## src/rtl/skeleton_pkg.sv

```systemverilog
// Shared types and constants for the skeleton pose line rasteriser.
package skeleton_pkg;

   localparam int unsigned COORD_W   = 10;
   localparam int unsigned ERR_W     = COORD_W + 2;
   localparam int unsigned H_RES_DEF = 640;
   localparam int unsigned V_RES_DEF = 480;

   typedef struct packed {
      logic [COORD_W-1:0] x;
      logic [COORD_W-1:0] y;
   } point_t;

   typedef logic [11:0] rgb_t;
   typedef logic signed [ERR_W-1:0] err_t;

   typedef enum logic [1:0] {IDLE, LOAD, DRAW, DONE} draw_state_t;

   function automatic logic [COORD_W-1:0] abs_diff(input logic [COORD_W-1:0] a,
                                                   input logic [COORD_W-1:0] b);
      return (a >= b) ? a - b : b - a;
   endfunction

endpackage

```

## src/rtl/skeleton_line_drawer_bresenham_step.sv

```systemverilog
// One Bresenham step: next (x, y, err) and whether the current pixel is the segment endpoint.
module bresenham_step
   import skeleton_pkg::*;
(
   input  logic [COORD_W-1:0] x,
   input  logic [COORD_W-1:0] y,
   input  err_t               err,
   input  err_t               dx,
   input  err_t               dy,
   input  logic               sx_neg,
   input  logic               sy_neg,
   input  logic [COORD_W-1:0] x1,
   input  logic [COORD_W-1:0] y1,
   output logic [COORD_W-1:0] x_nxt,
   output logic [COORD_W-1:0] y_nxt,
   output err_t               err_nxt,
   output logic               at_end
);

   localparam logic [COORD_W-1:0] ONE = COORD_W'(1);

   err_t e2;

   always_comb begin
      e2      = err <<< 1;
      x_nxt   = x;
      y_nxt   = y;
      err_nxt = err;
      // Both tests use the pre-step e2; err accumulates both corrections.
      if (e2 >= dy) begin
         err_nxt = err_nxt + dy;
         x_nxt   = sx_neg ? x - ONE : x + ONE;
      end
      if (e2 <= dx) begin
         err_nxt = err_nxt + dx;
         y_nxt   = sy_neg ? y - ONE : y + ONE;
      end
      at_end = (x == x1) && (y == y1);
   end

endmodule

```

## src/rtl/skeleton_line_drawer.sv

```systemverilog
// Rasterises the 3-segment pose polyline P1->P2->P3->P4 into a pixel-write handshake stream.
module skeleton_line_drawer
   import skeleton_pkg::*;
#(
   parameter int unsigned H_RES = H_RES_DEF,
   parameter int unsigned V_RES = V_RES_DEF
) (
   input  logic               clk,
   input  logic               reset,
   input  logic               frame_valid,
   input  logic [COORD_W-1:0] x_1,
   input  logic [COORD_W-1:0] y_1,
   input  logic [COORD_W-1:0] x_2,
   input  logic [COORD_W-1:0] y_2,
   input  logic [COORD_W-1:0] x_3,
   input  logic [COORD_W-1:0] y_3,
   input  logic [COORD_W-1:0] x_4,
   input  logic [COORD_W-1:0] y_4,
   input  logic [3:0]         r,
   input  logic [3:0]         g,
   input  logic [3:0]         b,
   input  logic               pix_ready,
   output logic               pix_we,
   output logic [COORD_W-1:0] pix_x,
   output logic [COORD_W-1:0] pix_y,
   output logic [11:0]        pix_rgb,
   output logic               busy,
   output logic               frame_done,
   output logic               frame_drop
);

   localparam logic [COORD_W:0] H_LIM = (COORD_W+1)'(H_RES);
   localparam logic [COORD_W:0] V_LIM = (COORD_W+1)'(V_RES);

   draw_state_t        state_q, state_d;
   point_t             pts_q [4];
   point_t             pts_d [4];
   rgb_t               rgb_q, rgb_d;
   logic [1:0]         seg_q, seg_d;
   logic [COORD_W-1:0] x0_q, x0_d, y0_q, y0_d, x1_q, x1_d, y1_q, y1_d;
   err_t               dx_q, dx_d, dy_q, dy_d, err_q, err_d;
   logic               sx_neg_q, sx_neg_d, sy_neg_q, sy_neg_d;
   logic               pix_we_q, pix_we_d, busy_q, busy_d;
   logic               done_q, done_d, drop_q, drop_d;

   point_t             p_a, p_b;
   logic [COORD_W-1:0] x_nxt, y_nxt;
   err_t               err_nxt;
   logic               at_end;
   logic               advance;

   bresenham_step u_step (
      .x       (x0_q),
      .y       (y0_q),
      .err     (err_q),
      .dx      (dx_q),
      .dy      (dy_q),
      .sx_neg  (sx_neg_q),
      .sy_neg  (sy_neg_q),
      .x1      (x1_q),
      .y1      (y1_q),
      .x_nxt   (x_nxt),
      .y_nxt   (y_nxt),
      .err_nxt (err_nxt),
      .at_end  (at_end)
   );

   always_comb begin
      state_d  = state_q;
      pts_d    = pts_q;
      rgb_d    = rgb_q;
      seg_d    = seg_q;
      x0_d     = x0_q;
      y0_d     = y0_q;
      x1_d     = x1_q;
      y1_d     = y1_q;
      dx_d     = dx_q;
      dy_d     = dy_q;
      err_d    = err_q;
      sx_neg_d = sx_neg_q;
      sy_neg_d = sy_neg_q;
      p_a      = pts_q[seg_q];
      p_b      = pts_q[2'(seg_q + 2'd1)];
      // An off-screen pixel is never presented, so it steps without waiting for ready.
      advance  = pix_ready || !pix_we_q;

      case (state_q)
         IDLE: begin
            if (frame_valid) begin
               pts_d[0] = '{x: x_1, y: y_1};
               pts_d[1] = '{x: x_2, y: y_2};
               pts_d[2] = '{x: x_3, y: y_3};
               pts_d[3] = '{x: x_4, y: y_4};
               rgb_d    = {r, g, b};
               seg_d    = 2'd0;
               state_d  = LOAD;
            end
         end
         LOAD: begin
            x0_d     = p_a.x;
            y0_d     = p_a.y;
            x1_d     = p_b.x;
            y1_d     = p_b.y;
            dx_d     = $signed({2'b00, abs_diff(p_a.x, p_b.x)});
            dy_d     = -$signed({2'b00, abs_diff(p_a.y, p_b.y)});
            err_d    = dx_d + dy_d;
            sx_neg_d = p_b.x < p_a.x;
            sy_neg_d = p_b.y < p_a.y;
            state_d  = DRAW;
         end
         DRAW: begin
            if (advance) begin
               if (at_end) begin
                  if (seg_q == 2'd2) begin
                     state_d = DONE;
                  end else begin
                     seg_d   = seg_q + 2'd1;
                     state_d = LOAD;
                  end
               end else begin
                  x0_d  = x_nxt;
                  y0_d  = y_nxt;
                  err_d = err_nxt;
               end
            end
         end
         DONE: state_d = IDLE;
         default: state_d = IDLE;
      endcase

      pix_we_d = (state_d == DRAW) && ({1'b0, x0_d} < H_LIM) && ({1'b0, y0_d} < V_LIM);
      busy_d   = (state_d != IDLE);
      done_d   = (state_d == DONE);
      drop_d   = frame_valid && (state_q != IDLE);
   end

   always_ff @(posedge clk or posedge reset) begin
      if (reset) begin
         state_q  <= IDLE;
         pts_q    <= '{default: '0};
         rgb_q    <= '0;
         seg_q    <= '0;
         x0_q     <= '0;
         y0_q     <= '0;
         x1_q     <= '0;
         y1_q     <= '0;
         dx_q     <= '0;
         dy_q     <= '0;
         err_q    <= '0;
         sx_neg_q <= 1'b0;
         sy_neg_q <= 1'b0;
         pix_we_q <= 1'b0;
         busy_q   <= 1'b0;
         done_q   <= 1'b0;
         drop_q   <= 1'b0;
      end else begin
         state_q  <= state_d;
         pts_q    <= pts_d;
         rgb_q    <= rgb_d;
         seg_q    <= seg_d;
         x0_q     <= x0_d;
         y0_q     <= y0_d;
         x1_q     <= x1_d;
         y1_q     <= y1_d;
         dx_q     <= dx_d;
         dy_q     <= dy_d;
         err_q    <= err_d;
         sx_neg_q <= sx_neg_d;
         sy_neg_q <= sy_neg_d;
         pix_we_q <= pix_we_d;
         busy_q   <= busy_d;
         done_q   <= done_d;
         drop_q   <= drop_d;
      end
   end

   assign pix_we     = pix_we_q;
   assign pix_x      = x0_q;
   assign pix_y      = y0_q;
   assign pix_rgb    = rgb_q;
   assign busy       = busy_q;
   assign frame_done = done_q;
   assign frame_drop = drop_q;

endmodule

```

## config.mk

```make
export PLATFORM = sky130hd
export DESIGN_NAME = skeleton_line_drawer
export DESIGN_NICKNAME = d
export VERILOG_FILES = /design/src/rtl/skeleton_pkg.sv /design/src/rtl/skeleton_line_drawer_bresenham_step.sv /design/src/rtl/skeleton_line_drawer.sv
export SDC_FILE = /design/constraint.sdc
export NUM_CORES = 1
export LEC_CHECK = 0
export CORE_MARGIN = 1.5
export CORE_UTILIZATION = 35
export CTS_BUF_LIST = sky130_fd_sc_hd__clkbuf_8
export CTS_CLUSTER_DIAMETER = 40
export CTS_CLUSTER_SIZE = 20
export DETAILED_ROUTE_END_ITERATION = 16
export GPL_TIMING_DRIVEN = 1
export HOLD_SLACK_MARGIN = 0.15
export PLACE_DENSITY_LB_ADDON = 0.1
export SLEW_MARGIN = 10
export SYNTH_ARGS = -nofsm -noshare
export SYNTH_HDL_FRONTEND = slang
export SYNTH_SLANG_ARGS = --single-unit
```

## constraint.sdc

```tcl
create_clock -name clk -period 9 [get_ports clk]
set_input_delay 0.9 -clock clk [delete_from_list [all_inputs] [get_ports clk]]
set_output_delay 0.9 -clock clk [all_outputs]
set_load 0.02 [all_outputs]
```

* Yosys cells after proc, flatten, opt, wreduce, memory -nomap -nowiden
Index checks and enable logic that the tools add are counted. Widths: inputs -> output; s select.
Cells by class: multiplexer cells 33, equality and inequality tests 13, reductions and logical operators 14, bitwise logic cells 2, magnitude comparators 10, add/sub/neg operators 13
Operator list (number):
- $mux 10 | 10
- $bmux 20 s2 | 2
- $mux 20 | 4
- $mux 12 | 4
- $pmux 10 s2 | 2
- $sub 10x10->10 | 4
- $pmux 12 s2 | 1
- $add 10x1->10 const B | 2
- $eq 10x10->1 | 2
- $ge 10x10->1 | 2
- $lt 10x10->1 | 2
- $sub 10x1->10 const B | 2
- $mux 2 | 8
- $add 11x12->12 | 1
- $add 12x11->12 | 1
- $add 12x12->12 | 1
- $ge 12x12->1 | 1
- $le 12x11->1 | 1
- $neg 10->12 | 1
- $eq 2x2->1 const B | 5
- $lt 10x10->1 const B | 1
- $lt 10x9->1 const B | 1
- $ne 2x2->1 const B | 5
- $pmux 2 s4 | 1
- 13 further kinds | 21
Storage, ports and cells: input port bits 96, register bits after elaboration 176, output and inout port bits 36, word-level logic and storage cells 109

* Longest topological paths before layout
word-level depth 10, mapped depth 30, depth with buffers taken out 26

* Hierarchy
A second synthesis with hierarchy kept.
Second synthesis, totals: cells, all modules 1255, area total of the unflattened synthesis 13351.6 um^2
By module, submodules not included:
- skeleton_line_drawer | sequential area each 4404.2 um^2, area an instance 10367.4 um^2, cells an instance 869, times used 1
- bresenham_step | sequential area each 0.0 um^2, area an instance 2984.1 um^2, cells an instance 386, times used 1

* Least setup slack after synthesis
No wires, ideal clock.
path kind register -> register, start point register seg_q[0], end point register err_q[10], period minus slack after synthesis 6700 ps, buffers on the path 6, stages on the path, launching flop included 29, setup slack 2300 ps, arrival time 6565 ps, setup time 136 ps, required time 8864 ps, cell sequence dfrtp_1 clkbuf_1 buf_2 buf_1 inv_1 ha_1 buf_1 clkbuf_1 mux4_2 inv_1 fa_1 nand3_1 a31oi_2 o41ai_4 clkbuf_1 mux2i_1 xnor2_1 ha_1 nor2b_1 o21ai_0 a21boi_0 o21ai_0 a21boi_0 o21ai_0 nand2b_1 a21o_1 a21oi_1 xnor2_1 a21oi_1
RTL lines:
- start: declaration | RTL line skeleton_line_drawer.sv:39 | logic [1:0] seg_q, seg_d;
- start signal: assignment | RTL line skeleton_line_drawer.sv:160 | seg_q <= seg_d;
- end signal: assignment | RTL line skeleton_line_drawer.sv:167 | err_q <= err_d;
- end: declaration | RTL line skeleton_line_drawer.sv:41 | err_t dx_q, dx_d, dy_q, dy_d, err_q, err_d;

==> summary.txt <==
Placement
  • Number of port buffers: 131
  • HPWL after DPL: 27.2 mm
  • Pre-CTS setup slack: about 2800 ps
  • Placed cell areas: 14,600 sq um
  • GP Congestion: 0.822

Setup path
  • CP Max Fanout: 21
  • Worst reg-to-reg setup slack: approximately 2800 ps
  • Most used cell, CP: ha_1
  • CP delay by family, top: adder cells
  • Startpoint types: flop
  • Critical path class: flop to flop
  • CP Buf/Inv Count: 2
  • Crit end category: flop
  • Worst path arrival time: 6570 ps
  • Crit-path max cell delay: 940 ps
  • Worst R2R Path Depth: 25
  • Worst EP required: 9340 ps
  • Worst R2R End: err_q[10]$_DFFE_PP0P_
  • Crit path max-delay cell type: ha_1
  • Reg-to-Reg Start: seg_q[0]$_DFFE_PP0P_

Final layout
  • Register Area: 4380 sq um
  • Post-route cell area: 15,000 sq um
  • # diodes: 0
  • FILL cells: between 3,000 and 4,000
  • Final #Nets: 1,564
  • Layout cells sized above 1: 17.3%
  • Multi-input logic area: 7850 sq um
  • Area delta synth->final: 17.2%

Timing
  • FMAX: 161 MHz
  • Fin. max-slew vios: 0
  • RSZ-0062 raised after global routing: no
  • Clock skew: 32.0 ps
  • Final setup margin: 2770 ps
  • Finish-stage setup viols: 0
  • Relative slew margins: 33.8%
  • Minimum clock period: 6230 ps
  • Hold Fails Final Rpt: 0
  • Setup TNS Final: 0 ps
  • Period utilisation layout: between 60% and 70%
  • Worst-Margin Slew: 994 ps

Yosys
  • Synth unique cells: 82
  • Area contributors post-synth: dfrtp_1 (34%), mux2_2 (11%), ha_1 (11%), mux4_2 (7.0%), xnor2_1 (3.4%)
  • Cells after Synth: 1,238
  • Post-synth top area share: approximately a third
  • Ys async rst share: 100%
  • Ys Warns: 0
  • Synthesized flop and latch total: 175
  • Mapped cell area: between 10,000 and 15,000 sq um
  • Largest area contributor in the netlist: dfrtp_1
  • Post-synthesis average cell area: 10.3 sq um
  • Count leader, synth: dfrtp_1
  • Post-synth EDFFs: 0
  • Synth Flop Type: dfrtp_1
  • Seq/Total Area, Yosys: 34.2%
  • Synth cell count leaders: dfrtp_1 (175), mux2_2 (127), ha_1 (111), inv_1 (108), nand2_1 (74)
  • Syn Nets: 1,454

Die
  • # rows: 69
  • Die outline area: 37,700 sq um
  • Die Span Y: 194 um
  • IO Count: 132
  • Die Width: about 190 um
  • Core area: 35,800 sq um
  • Initial Util: between 30% and 40%

Detailed routing
  • DR pass1 iterations: 5
  • Via density: 5.32
  • WL/cell: 19.4 um
  • Starting DRC count in detailed routing: 581
  • DRT antenna net count: 0
  • Via count: 9,691
  • DRC: 0
  • Drt total wl: approximately 35 mm

Min path
  • Hold endpoint: pix_rgb[3]$_DFFE_PP0P_
  • WHS Path Cells: 1
  • Worst hold path type: flop to flop
  • Min-delay src: pix_rgb[3]$_DFFE_PP0P_

CTS
  • Clk Latency, worst-skew pair: a little over 500 ps
  • Clock Pin Slew Worst Setup and Hold Paths: 100 ps
  • Clock buffer depth: 2
  • Sink Count: 175
  • CTS HTree Levels: 4
  • Hold bufs inserted after CTS: 0
  • Total CTS buffers: 17
  • TritonCTS clock tree: built
  • Postcts setup bufs: 0
  • CTS root buffer: clkbuf_8
  • # resized after CTS: 0

GRT
  • GRT Overall Usage: about 19%
  • First-pass GRT wire length: 56.3 mm
  • Vias in the first global route: 9,828
  • GRT Residual Overflow: 0
  • Largest net degree at the start of global routing: 75
  • Initial antenna violation count: 0

Outcome
  • Outcome: completed

Run
  • MaxCap Viol Count: 0
[per-stage QoR]
stage	utilization, %	instances	hold slack [ps]
2_1_floorplan	-	1238	489
3_3_place_gp	40.7	1790	487
3_5_place_dp	40.7	1790	496
4_1_cts	41.9	1822	515
5_1_grt	41.9	1822	533
6_report	41.9	1822	511
[registers in the layout, summed over array words and instances, names as in the netlist, 2 cells and up]
register  flops
dx_q         10
dy_q         12
err_q        11
pix_rgb      12
pix_x        10
pix_y        10
pts_q        80
seg_q         2
state_q       2
x1_q         10
y1_q         10
[cells in the final DEF, fill, tap and decap left out, types with 27 or more instances in the layout]
master           instances
mux4_2                  40
mux2_2                 127
dfrtp_1                174
a21oi_1                 70
nand2_1                 73
ha_1                   110
xor2_1                  27
nor2_1                  73
xnor2_1                 50
o21ai_0                 64
clkdlybuf4s50_1        131
inv_1                  110
[routing by layer]
layer,share of wire (%),track usage [%],wire [um],vias to the layer above
li1,-,-,-,4672
met1,50,27.4,17500,4780
met2,44,29.4,15400,211
met3,4.7,4.24,1670,28
met4,2.0,5.53,700,0
met5,0,0,0,-
[kinds of logic after synthesis]
group	after synthesis	share of synthesized area, %
AOI/OAI and AO/OA	286	14.9
xor gates and xnor gates	80	5.65
adders and majority gates	120	12.3
buffers and inverters	159	4.76
DFF	175	34.2
muxes	182	19.4
and+or+nand+nor	236	8.77
[cell type report]
class	instances	area share, %
multi-input cells	904	52.3
flip-flops and latches	175	29.2
repair buffers	140	9.18
well taps	461	3.84
inverters	110	2.78
clock buffers	18	1.65
clock inverters	14	1.10
[how the worst max path moves through the flow]
stage	from	end	slack (ps)	depth (start not counted)
CTS	seg_q[0]$_DFFE_PP0P_	err_q[10]$_DFFE_PP0P_	2750	25
global placement	seg_q[0]$_DFFE_PP0P_	err_q[10]$_DFFE_PP0P_	2920	23
finish	seg_q[0]$_DFFE_PP0P_	err_q[10]$_DFFE_PP0P_	2770	25
detailed placement	seg_q[0]$_DFFE_PP0P_	err_q[10]$_DFFE_PP0P_	2780	25
global route	seg_q[0]$_DFFE_PP0P_	err_q[10]$_DFFE_PP0P_	2240	25
floorplan	seg_q[0]$_DFFE_PP0P_	err_q[10]$_DFFE_PP0P_	2300	28
Power is left out: the tool's default activity adds up to more than one toggle a clock period on the data nets, which glitch-free logic cannot reach.
